### src/rtl/pipe_hazard_ctrl_if.sv
// Pipeline-to-hazard-unit signal bundle: stage register addresses and controls in,
// forwarding selects, stage enables/flushes and performance counters out.
interface pipe_hazard_ctrl_if #(
    parameter int RA_W  = 5,
    parameter int CNT_W = 32
);
    logic [RA_W-1:0]  id_rs1, id_rs2;
    logic             id_use_rs1, id_use_rs2;
    logic [RA_W-1:0]  ex_rs1, ex_rs2, ex_rd;
    logic             ex_mem_read, ex_redirect;
    logic [RA_W-1:0]  mem_rd;
    logic             mem_reg_write;
    logic [RA_W-1:0]  wb_rd;
    logic             wb_reg_write;
    logic             mem_busy;
    logic [1:0]       fwd_a, fwd_b;
    logic             pc_en, if_id_en, id_ex_en, ex_mem_en, mem_wb_en;
    logic             if_id_flush, id_ex_flush;
    logic             stall_active;
    logic [CNT_W-1:0] stall_cycles, flush_events, freeze_cycles;

    modport master (
        output id_rs1, id_rs2, id_use_rs1, id_use_rs2, ex_rs1, ex_rs2, ex_rd,
               ex_mem_read, ex_redirect, mem_rd, mem_reg_write, wb_rd, wb_reg_write, mem_busy,
        input  fwd_a, fwd_b, pc_en, if_id_en, id_ex_en, ex_mem_en, mem_wb_en,
               if_id_flush, id_ex_flush, stall_active, stall_cycles, flush_events, freeze_cycles
    );

    modport slave (
        input  id_rs1, id_rs2, id_use_rs1, id_use_rs2, ex_rs1, ex_rs2, ex_rd,
               ex_mem_read, ex_redirect, mem_rd, mem_reg_write, wb_rd, wb_reg_write, mem_busy,
        output fwd_a, fwd_b, pc_en, if_id_en, id_ex_en, ex_mem_en, mem_wb_en,
               if_id_flush, id_ex_flush, stall_active, stall_cycles, flush_events, freeze_cycles
    );
endinterface

### src/rtl/pipe_hazard_ctrl.sv
// Hazard/control unit for a 5-stage RISC-V pipeline: EX forwarding, load-use stall
// sequencing, redirect flush, memory freeze and saturating performance counters.
module pipe_hazard_ctrl #(
    parameter int RA_W      = 5,
    parameter int LU_STALLS = 1,
    parameter int CNT_W     = 32
) (
    input logic               clk,
    input logic               rst_n,
    pipe_hazard_ctrl_if.slave bus
);
    typedef enum logic {IDLE, STALL} state_t;

    localparam logic [2:0] LU_INIT = 3'(LU_STALLS - 1);

    state_t           state;
    logic [2:0]       remaining;
    logic [CNT_W-1:0] stall_cnt, flush_cnt, freeze_cnt;
    logic             freeze, redirect, hazard, stall_req, stall_act;
    logic             pc_en, if_id_en, id_ex_en, ex_mem_en, mem_wb_en;
    logic             if_id_flush, id_ex_flush;

    function automatic logic [1:0] fwd_sel(input logic [RA_W-1:0] rs,
                                           input logic [RA_W-1:0] m_rd, input logic m_we,
                                           input logic [RA_W-1:0] w_rd, input logic w_we);
        if (m_we && m_rd != '0 && m_rd == rs)      return 2'b01;
        else if (w_we && w_rd != '0 && w_rd == rs) return 2'b10;
        else                                       return 2'b00;
    endfunction

    function automatic logic [CNT_W-1:0] sat_inc(input logic [CNT_W-1:0] c, input logic inc);
        return (inc && c != '1) ? c + 1'b1 : c;
    endfunction

    always_comb begin
        freeze    = bus.mem_busy;
        redirect  = bus.ex_redirect && !freeze;
        hazard    = (state == IDLE) && bus.ex_mem_read && (bus.ex_rd != '0) &&
                    ((bus.id_use_rs1 && bus.id_rs1 == bus.ex_rd) ||
                     (bus.id_use_rs2 && bus.id_rs2 == bus.ex_rd));
        stall_req = (state == STALL) || hazard;
        // A stall held by a freeze is still in progress; a redirect cancels it.
        stall_act = rst_n && stall_req && !bus.ex_redirect;
    end

    always_comb begin
        pc_en       = 1'b1;
        if_id_en    = 1'b1;
        id_ex_en    = 1'b1;
        ex_mem_en   = 1'b1;
        mem_wb_en   = 1'b1;
        if_id_flush = 1'b0;
        id_ex_flush = 1'b0;
        if (rst_n) begin
            if (freeze) begin
                pc_en     = 1'b0;
                if_id_en  = 1'b0;
                id_ex_en  = 1'b0;
                ex_mem_en = 1'b0;
                mem_wb_en = 1'b0;
            end else if (bus.ex_redirect) begin
                if_id_flush = 1'b1;
                id_ex_flush = 1'b1;
            end else if (stall_req) begin
                pc_en       = 1'b0;
                if_id_en    = 1'b0;
                id_ex_flush = 1'b1;
            end
        end
    end

    always_ff @(posedge clk or negedge rst_n) begin
        if (!rst_n) begin
            state      <= IDLE;
            remaining  <= '0;
            stall_cnt  <= '0;
            flush_cnt  <= '0;
            freeze_cnt <= '0;
        end else begin
            freeze_cnt <= sat_inc(freeze_cnt, freeze);
            stall_cnt  <= sat_inc(stall_cnt, stall_act && !freeze);
            flush_cnt  <= sat_inc(flush_cnt, redirect);
            if (!freeze) begin
                if (bus.ex_redirect) begin
                    state     <= IDLE;
                    remaining <= '0;
                end else if (state == IDLE) begin
                    if (hazard && LU_STALLS > 1) begin
                        state     <= STALL;
                        remaining <= LU_INIT;
                    end
                end else if (remaining == 3'd1) begin
                    state     <= IDLE;
                    remaining <= '0;
                end else begin
                    remaining <= remaining - 3'd1;
                end
            end
        end
    end

    assign bus.fwd_a         = rst_n ? fwd_sel(bus.ex_rs1, bus.mem_rd, bus.mem_reg_write,
                                               bus.wb_rd, bus.wb_reg_write) : 2'b00;
    assign bus.fwd_b         = rst_n ? fwd_sel(bus.ex_rs2, bus.mem_rd, bus.mem_reg_write,
                                               bus.wb_rd, bus.wb_reg_write) : 2'b00;
    assign bus.pc_en         = pc_en;
    assign bus.if_id_en      = if_id_en;
    assign bus.id_ex_en      = id_ex_en;
    assign bus.ex_mem_en     = ex_mem_en;
    assign bus.mem_wb_en     = mem_wb_en;
    assign bus.if_id_flush   = if_id_flush;
    assign bus.id_ex_flush   = id_ex_flush;
    assign bus.stall_active  = stall_act;
    assign bus.stall_cycles  = stall_cnt;
    assign bus.flush_events  = flush_cnt;
    assign bus.freeze_cycles = freeze_cnt;
endmodule

### src/flat_wrapper.sv
// flat-port wrapper written by rule: the top's interface ports become plain ports
module pipe_hazard_ctrl_flat 
#(
    parameter int RA_W      = 5,
    parameter int LU_STALLS = 1,
    parameter int CNT_W     = 32
)
  (clk, rst_n, bus_id_rs1, bus_id_rs2, bus_id_use_rs1, bus_id_use_rs2, bus_ex_rs1, bus_ex_rs2, bus_ex_rd, bus_ex_mem_read, bus_ex_redirect, bus_mem_rd, bus_mem_reg_write, bus_wb_rd, bus_wb_reg_write, bus_mem_busy, bus_fwd_a, bus_fwd_b, bus_pc_en, bus_if_id_en, bus_id_ex_en, bus_ex_mem_en, bus_mem_wb_en, bus_if_id_flush, bus_id_ex_flush, bus_stall_active, bus_stall_cycles, bus_flush_events, bus_freeze_cycles);
  pipe_hazard_ctrl_if #(.RA_W(RA_W), .CNT_W(CNT_W)) bus_i ();
  input logic clk;
  input logic rst_n;
  input wire logic [$bits(bus_i.id_rs1)-1:0] bus_id_rs1;
  input wire logic [$bits(bus_i.id_rs2)-1:0] bus_id_rs2;
  input wire logic [$bits(bus_i.id_use_rs1)-1:0] bus_id_use_rs1;
  input wire logic [$bits(bus_i.id_use_rs2)-1:0] bus_id_use_rs2;
  input wire logic [$bits(bus_i.ex_rs1)-1:0] bus_ex_rs1;
  input wire logic [$bits(bus_i.ex_rs2)-1:0] bus_ex_rs2;
  input wire logic [$bits(bus_i.ex_rd)-1:0] bus_ex_rd;
  input wire logic [$bits(bus_i.ex_mem_read)-1:0] bus_ex_mem_read;
  input wire logic [$bits(bus_i.ex_redirect)-1:0] bus_ex_redirect;
  input wire logic [$bits(bus_i.mem_rd)-1:0] bus_mem_rd;
  input wire logic [$bits(bus_i.mem_reg_write)-1:0] bus_mem_reg_write;
  input wire logic [$bits(bus_i.wb_rd)-1:0] bus_wb_rd;
  input wire logic [$bits(bus_i.wb_reg_write)-1:0] bus_wb_reg_write;
  input wire logic [$bits(bus_i.mem_busy)-1:0] bus_mem_busy;
  output wire logic [$bits(bus_i.fwd_a)-1:0] bus_fwd_a;
  output wire logic [$bits(bus_i.fwd_b)-1:0] bus_fwd_b;
  output wire logic [$bits(bus_i.pc_en)-1:0] bus_pc_en;
  output wire logic [$bits(bus_i.if_id_en)-1:0] bus_if_id_en;
  output wire logic [$bits(bus_i.id_ex_en)-1:0] bus_id_ex_en;
  output wire logic [$bits(bus_i.ex_mem_en)-1:0] bus_ex_mem_en;
  output wire logic [$bits(bus_i.mem_wb_en)-1:0] bus_mem_wb_en;
  output wire logic [$bits(bus_i.if_id_flush)-1:0] bus_if_id_flush;
  output wire logic [$bits(bus_i.id_ex_flush)-1:0] bus_id_ex_flush;
  output wire logic [$bits(bus_i.stall_active)-1:0] bus_stall_active;
  output wire logic [$bits(bus_i.stall_cycles)-1:0] bus_stall_cycles;
  output wire logic [$bits(bus_i.flush_events)-1:0] bus_flush_events;
  output wire logic [$bits(bus_i.freeze_cycles)-1:0] bus_freeze_cycles;
  assign bus_i.id_rs1 = bus_id_rs1;
  assign bus_i.id_rs2 = bus_id_rs2;
  assign bus_i.id_use_rs1 = bus_id_use_rs1;
  assign bus_i.id_use_rs2 = bus_id_use_rs2;
  assign bus_i.ex_rs1 = bus_ex_rs1;
  assign bus_i.ex_rs2 = bus_ex_rs2;
  assign bus_i.ex_rd = bus_ex_rd;
  assign bus_i.ex_mem_read = bus_ex_mem_read;
  assign bus_i.ex_redirect = bus_ex_redirect;
  assign bus_i.mem_rd = bus_mem_rd;
  assign bus_i.mem_reg_write = bus_mem_reg_write;
  assign bus_i.wb_rd = bus_wb_rd;
  assign bus_i.wb_reg_write = bus_wb_reg_write;
  assign bus_i.mem_busy = bus_mem_busy;
  assign bus_fwd_a = bus_i.fwd_a;
  assign bus_fwd_b = bus_i.fwd_b;
  assign bus_pc_en = bus_i.pc_en;
  assign bus_if_id_en = bus_i.if_id_en;
  assign bus_id_ex_en = bus_i.id_ex_en;
  assign bus_ex_mem_en = bus_i.ex_mem_en;
  assign bus_mem_wb_en = bus_i.mem_wb_en;
  assign bus_if_id_flush = bus_i.if_id_flush;
  assign bus_id_ex_flush = bus_i.id_ex_flush;
  assign bus_stall_active = bus_i.stall_active;
  assign bus_stall_cycles = bus_i.stall_cycles;
  assign bus_flush_events = bus_i.flush_events;
  assign bus_freeze_cycles = bus_i.freeze_cycles;
  pipe_hazard_ctrl #(.RA_W(RA_W), .LU_STALLS(LU_STALLS), .CNT_W(CNT_W)) u_core (.clk(clk), .rst_n(rst_n), .bus(bus_i));
endmodule
### config.mk
export PLATFORM = sky130hd
export DESIGN_NAME = pipe_hazard_ctrl_flat
export DESIGN_NICKNAME = d
export VERILOG_FILES = /design/src/rtl/pipe_hazard_ctrl_if.sv /design/src/rtl/pipe_hazard_ctrl.sv /design/src/flat_wrapper.sv
export SDC_FILE = /design/constraint.sdc
export NUM_CORES = 1
export LEC_CHECK = 0
export CAP_MARGIN = 20
export CORE_MARGIN = 2
export CORE_UTILIZATION = 30
export CTS_BUF_LIST = sky130_fd_sc_hd__clkbuf_8
export CTS_CLUSTER_DIAMETER = 200
export CTS_CLUSTER_SIZE = 16
export DETAILED_ROUTE_END_ITERATION = 7
export GPL_TIMING_DRIVEN = 0
export SYNTH_ARGS = -nofsm -noshare
export SYNTH_HDL_FRONTEND = slang
export SYNTH_SLANG_ARGS = --single-unit
### constraint.sdc
create_clock -name clk -period 2.3 [get_ports clk]
set_input_delay 0.46 -clock clk [delete_from_list [all_inputs] [get_ports clk]]
set_output_delay 0.46 -clock clk [all_outputs]
set_load 0.02 [all_outputs]
# --- Word level (Yosys, flattened, before mapping) ---
# Index checks and enable logic that the tools add are counted.
classes:
  n_bitwise: 2
  mux: 25
  n_addsub: 4
  reduce_logical: 27
  eq_ne: 10
ops:
  columns: ["operator", "n"]
  rows:
  - ["32-bit by 1-bit adder with 32-bit output, second input constant", 3]
  - ["32-bit inequality test, second input constant", 3]
  - ["5-bit == test", 6]
  - ["1-bit logical AND", 18]
  - ["1-bit two-way mux", 16]
  - ["5-bit nonzero test", 3]
  - ["2-bit two-way mux", 6]
  - ["3-bit two-way mux", 3]
  - ["3-bit by 1-bit == test with 1-bit output, second input constant", 1]
  - ["3-bit by 1-bit subtractor with 3-bit output, second input constant", 1]
  - ["1-bit zero test", 2]
  - ["1-bit logical OR", 2]
  - ["1-bit NOT", 2]
  - ["2-bit AND reduction", 1]
  - ["2-bit nonzero test", 1]
totals:
  output_inout_bits: 108
  regBits: 100
  wordCells: 73
  inputBits: 44

# --- Longest topological paths before layout ---
logic_depth:
  ltp_word: 9
  mapped_depth: 9
  ltp_nobuf: 7

# --- Worst setup path before layout ---
# OpenSTA, ideal clock, no wires.
synth_timing:
  path_kind: "input to output"
  start: "input bus_ex_rd[1]"
  end: "output bus_pc_en"
  setup_slack_ps: -383
  t_arrival_ps: 2223
  path_buffers: 1
  t_required_ps: 1840
  cell_stages: 7
  path_cell_list: "or4_1 o21ai_1 nor2_1 a22o_1 nor2b_1 a21oi_1 buf_4"
synth_between:
  elab_chain_len: 9
  word_cells_on_any_way: 13
  classes_between: "2 x eq/ne; 4 x mux; 7 x reduce/logical"
synth_rtl:
  columns: ["item", "line", "rtl"]
  rows:
  - ["start: declaration", "flat_wrapper.sv:18", "input wire logic [$bits(bus_i.ex_rd)-1:0] bus_ex_rd;"]
  - ["5-bit == test, on equally long branches", "pipe_hazard_ctrl.sv:39, pipe_hazard_ctrl.sv:40", null]
  - ["1-bit logical AND, on equally long branches", "pipe_hazard_ctrl.sv:39, pipe_hazard_ctrl.sv:40", null]
  - ["1-bit logical OR", "pipe_hazard_ctrl.sv:39", "((bus.id_use_rs1 && bus.id_rs1 == bus.ex_rd) ||"]
  - ["1-bit logical AND (*)", "pipe_hazard_ctrl.sv:38", "hazard = (state == IDLE) && bus.ex_mem_read && (bus.ex_rd != '0) &&"]
  - ["1-bit logical OR (*)", "pipe_hazard_ctrl.sv:41", "stall_req = (state == STALL) || hazard;"]
  - ["1-bit two-way mux (*) (4 in a row)", null, null]
  - ["end: declaration", "flat_wrapper.sv:28", "output wire logic [$bits(bus_i.pc_en)-1:0] bus_pc_en;"]
# Every way passes the cells marked *; elsewhere a longest branch is shown, timed or not.

# --- Final worst setup path ---
layout_timing:
  start: "input bus_ex_rd[0]"
  end: "output bus_pc_en"
layout_between:
  elab_chain_len: 9
  word_cells_on_any_way: 13
  classes_between: "2 x eq/ne; 4 x mux; 7 x reduce/logical"
layout_rtl:
  columns: ["item", "line", "rtl"]
  rows:
  - ["5-bit == test, on equally long branches", "pipe_hazard_ctrl.sv:39, pipe_hazard_ctrl.sv:40", null]
  - ["1-bit logical AND, on equally long branches", "pipe_hazard_ctrl.sv:39, pipe_hazard_ctrl.sv:40", null]
  - ["1-bit logical OR", "pipe_hazard_ctrl.sv:39", null]
  - ["1-bit logical AND (*)", "pipe_hazard_ctrl.sv:38", null]
  - ["1-bit logical OR (*)", "pipe_hazard_ctrl.sv:41", null]
  - ["1-bit two-way mux (*)", "pipe_hazard_ctrl.sv:64", "end else if (stall_req) begin"]
  - ["1-bit two-way mux (*)", "pipe_hazard_ctrl.sv:61", "end else if (bus.ex_redirect) begin"]
  - ["1-bit two-way mux (*)", "pipe_hazard_ctrl.sv:55", "if (freeze) begin"]
  - ["1-bit two-way mux (*)", "pipe_hazard_ctrl.sv:54", "if (rst_n) begin"]
# Marks and branches as above.

==> metrics.txt <==
Pre-antenna DRT Iters 4; CTS tree done; global-route wire length before repair 22.6 mm; drt via density 4.90; fin crit share 1.06; Inserted Diodes 0; endpoint type of the worst setup path output port; crit path DAT 1970 ps; CTS max path bufs 2; worst hold slack 43.5 ps; post-DP HPWL 10.2 mm; Crit Path Max Fanout 2; worst setup margin -129 ps; DP Area 7150 µm²; num rows 48; synthesized flop and latch total 100; Final Hold Fails 0; Layout Nets 752; multi-input logic area 2830 µm²; relative slew slack 0.520; Core Util, Final 0.437; Gate power share 0.218; top post-synthesis cells by area dfrtp_1, xnor2_1, xor2_1, nand3_1, nand4_1; Max Cap Violations 0; CP required 1840 ps; core area 17300 µm²; Fill cells 1640; share of layout cells above drive strength 1 0.126; EDFF count, synth 0; P_sw 1.27 mW; H-tree Lvls 3; number of port buffers 151; top_reg_cell synth dfrtp_1; Reg power frac 0.508; Worst Tran Pin Value 718 ps; Seq/Total Area, Yosys 0.472; Netlist cell types 53; Syn Inst Count 530; Clock Latency Late Sink 380 ps; total I/O pin count 152; clock slew at reported path FFs 110 ps; synthesis-to-layout area growth 42.6%; PD cells 527 nW/µm²; Worst VDD drop 0.000443 V; DRT Wirelength 14.1 mm; RD Place Congestion 0.829; outcome finished, violations left; register area 2500 µm²; final setup fails 4; cell-internal power 2.72 mW; synthesized area per cell 10.0 µm²; DRC 0; Tightest Hold Check Type in -> async; Slew Limit Fails 0; ys async rst share 1.00; Sw Share 0.318; clock skew 11.3 ps; Initial Util 0.307; Antenna Nets Post-Route 0; syn nets 579; LEAKAGE 3.14 nW; initial antenna violation count 0; wire per inst 15.1 µm; # clock sinks 100; Max Clk Rate 412 MHz; failing checks setup timing; Num CTS Buffers 9; Initial DRC Count 201; clock share of power 0.273; min cycle time layout 2430 ps; Overflow after GRT 0; routed vias 4572; RSZ-0062 raised after global routing yes; largest net degree at the start of global routing 56; Ys Warns 0; synthesized cell area 5310 µm²; vias in the first global route 4555; Crit Path Class in -> out; Synth top area share 0.472; post-place setup slack -1150 ps; nature of the critical path startpoint primary input; design area 7560 µm²; Die W 137 µm; Synth area leader dfrtp_1; die area 18800 µm²; Clock Root Buffer clkbuf_8; Die H 137 µm; FF-to-FF path depth 7; global-route usage over all layers 0.152
## timing repair
item,in CTS,in global routing
hold buffers,2,0
resized for setup,126,30
pin swaps,17,16
endpoints found under the setup margin,19,32
hold endpoints to repair,48,0
gates cloned,1,0
setup buffers,2,4
## final timing paths
kind	slack, ps	end	startpoint
worst max-delay path	-130	bus_pc_en	bus_ex_rd[0]
worst min-delay path	40	u_core.bus.freeze_cycles[26]$_DFFE_PN0P_	rst_n
worst max register to register	160	u_core.bus.flush_events[1]$_DFFE_PN0P_	u_core.bus.flush_events[0]$_DFFE_PN0P_
worst min register to register	500	u_core.bus.freeze_cycles[21]$_DFFE_PN0P_	u_core.bus.freeze_cycles[21]$_DFFE_PN0P_
max in group asynchronous	1370	u_core.bus.stall_cycles[18]$_DFFE_PN0P_	rst_n
min in group clk	500	u_core.bus.freeze_cycles[21]$_DFFE_PN0P_	u_core.bus.freeze_cycles[21]$_DFFE_PN0P_
## metrics by stage
step           cells  total power, mW  setup TNS [ps]
6_report         933             3.98            -312
5_1_grt          933             4.21            -556
4_1_cts          928             4.03            -292
3_5_place_dp     907             2.90          -21080
3_3_place_gp     906             2.87         -505000
2_1_floorplan    530             2.42            -124
## state kept, by name (all words and copies together), names as in the netlist
signal,count
u_core.bus.flush_events,32
u_core.bus.freeze_cycles,32
u_core.bus.stall_cycles,32
u_core.remaining,3
u_core.state,1
## kinds of logic (layout without fill, tap and decap cells)
family          count (synthesis)  in the layout  share of synthesized area
simple gates                  254            254                      0.258
mux                             4              4                    0.00825
fa+ha+maj                       5              5                     0.0118
flops                         100            100                      0.472
xor+xnor                      121            121                      0.200
buf+inv                        26            204                     0.0243
compound gates                 20             20                     0.0259
## layout make-up
type	count	share of cell area
plain buffers	14	0.0129
clock buffers	9	0.0164
multi-input cells	404	0.374
flip-flops and latches	100	0.331
inverters	12	0.00595
well taps	225	0.0372
clock inverters	7	0.00777
repair buffers	162	0.215
## worst max-delay path: stages
cell and delay, ps:
buf_8 90, or4_4 540, o21ai_4 140, nor2_1 50, a22o_1 210, nor2b_4 140
a21oi_4 130, buf_6 110, buf_6 100
## layout by cell type, fill, tap and decap left out, drive strengths merged, types with 3 or more instances in the layout
master         instances
xor2                  35
buf                   37
or3                    4
clkinv                 3
nor2                  38
xnor2                 86
or4                    5
dlygate4sd2           11
nor4                  10
and3                  18
nand2                 52
dfrtp                100
and2                  10
nor3                  18
clkbuf                15
mux2                   3
nor2b                  5
and4                   3
nand4                 34
clkdlybuf4s15          6
inv                   15
clkdlybuf4s50        111
o21ai                  6
ha                     5
nand3                 49
## power by group through the flow
stage               sequential [mW]  clock [mW]  combinational, mW
finish                         2.03        1.09              0.870
global route                   2.05        1.22              0.936
CTS                            2.03        1.14              0.860
detailed placement             2.06           0              0.839
global placement               2.05           0              0.813
floorplan                      2.16           0              0.257
## synth_stat cells (2+ instances only)
| cell | instances |
|---|---|
| dfrtp_1 | 100 |
| xnor2_1 | 86 |
| nand2_1 | 52 |
| nand3_1 | 48 |
| nor2_1 | 37 |
| xor2_1 | 35 |
| nand4_1 | 33 |
| and3_1 | 18 |
| nor3_1 | 15 |
| inv_1 | 12 |
| and2_1 | 10 |
| nor4_1 | 7 |
| buf_4 | 5 |
| ha_1 | 5 |
| nor2b_1 | 5 |
| o21ai_0 | 5 |
| or4_1 | 5 |
| buf_2 | 4 |
| clkbuf_1 | 4 |
| or3_1 | 4 |
| and4_1 | 3 |
| a21oi_1 | 2 |
| mux2_1 | 2 |
| nand2b_1 | 2 |
| nor3_2 | 2 |
| nor4_2 | 2 |
## routing by layer
layer / wire, µm / share of wire / GRT usage
met5: 0 / 0 / 0
met4: 184 / 0.013 / 0.0561
met3: 909 / 0.065 / 0.0422
met2: 6740 / 0.48 / 0.248
met1: 6250 / 0.44 / 0.192
(Power assumes the default switching activity.)
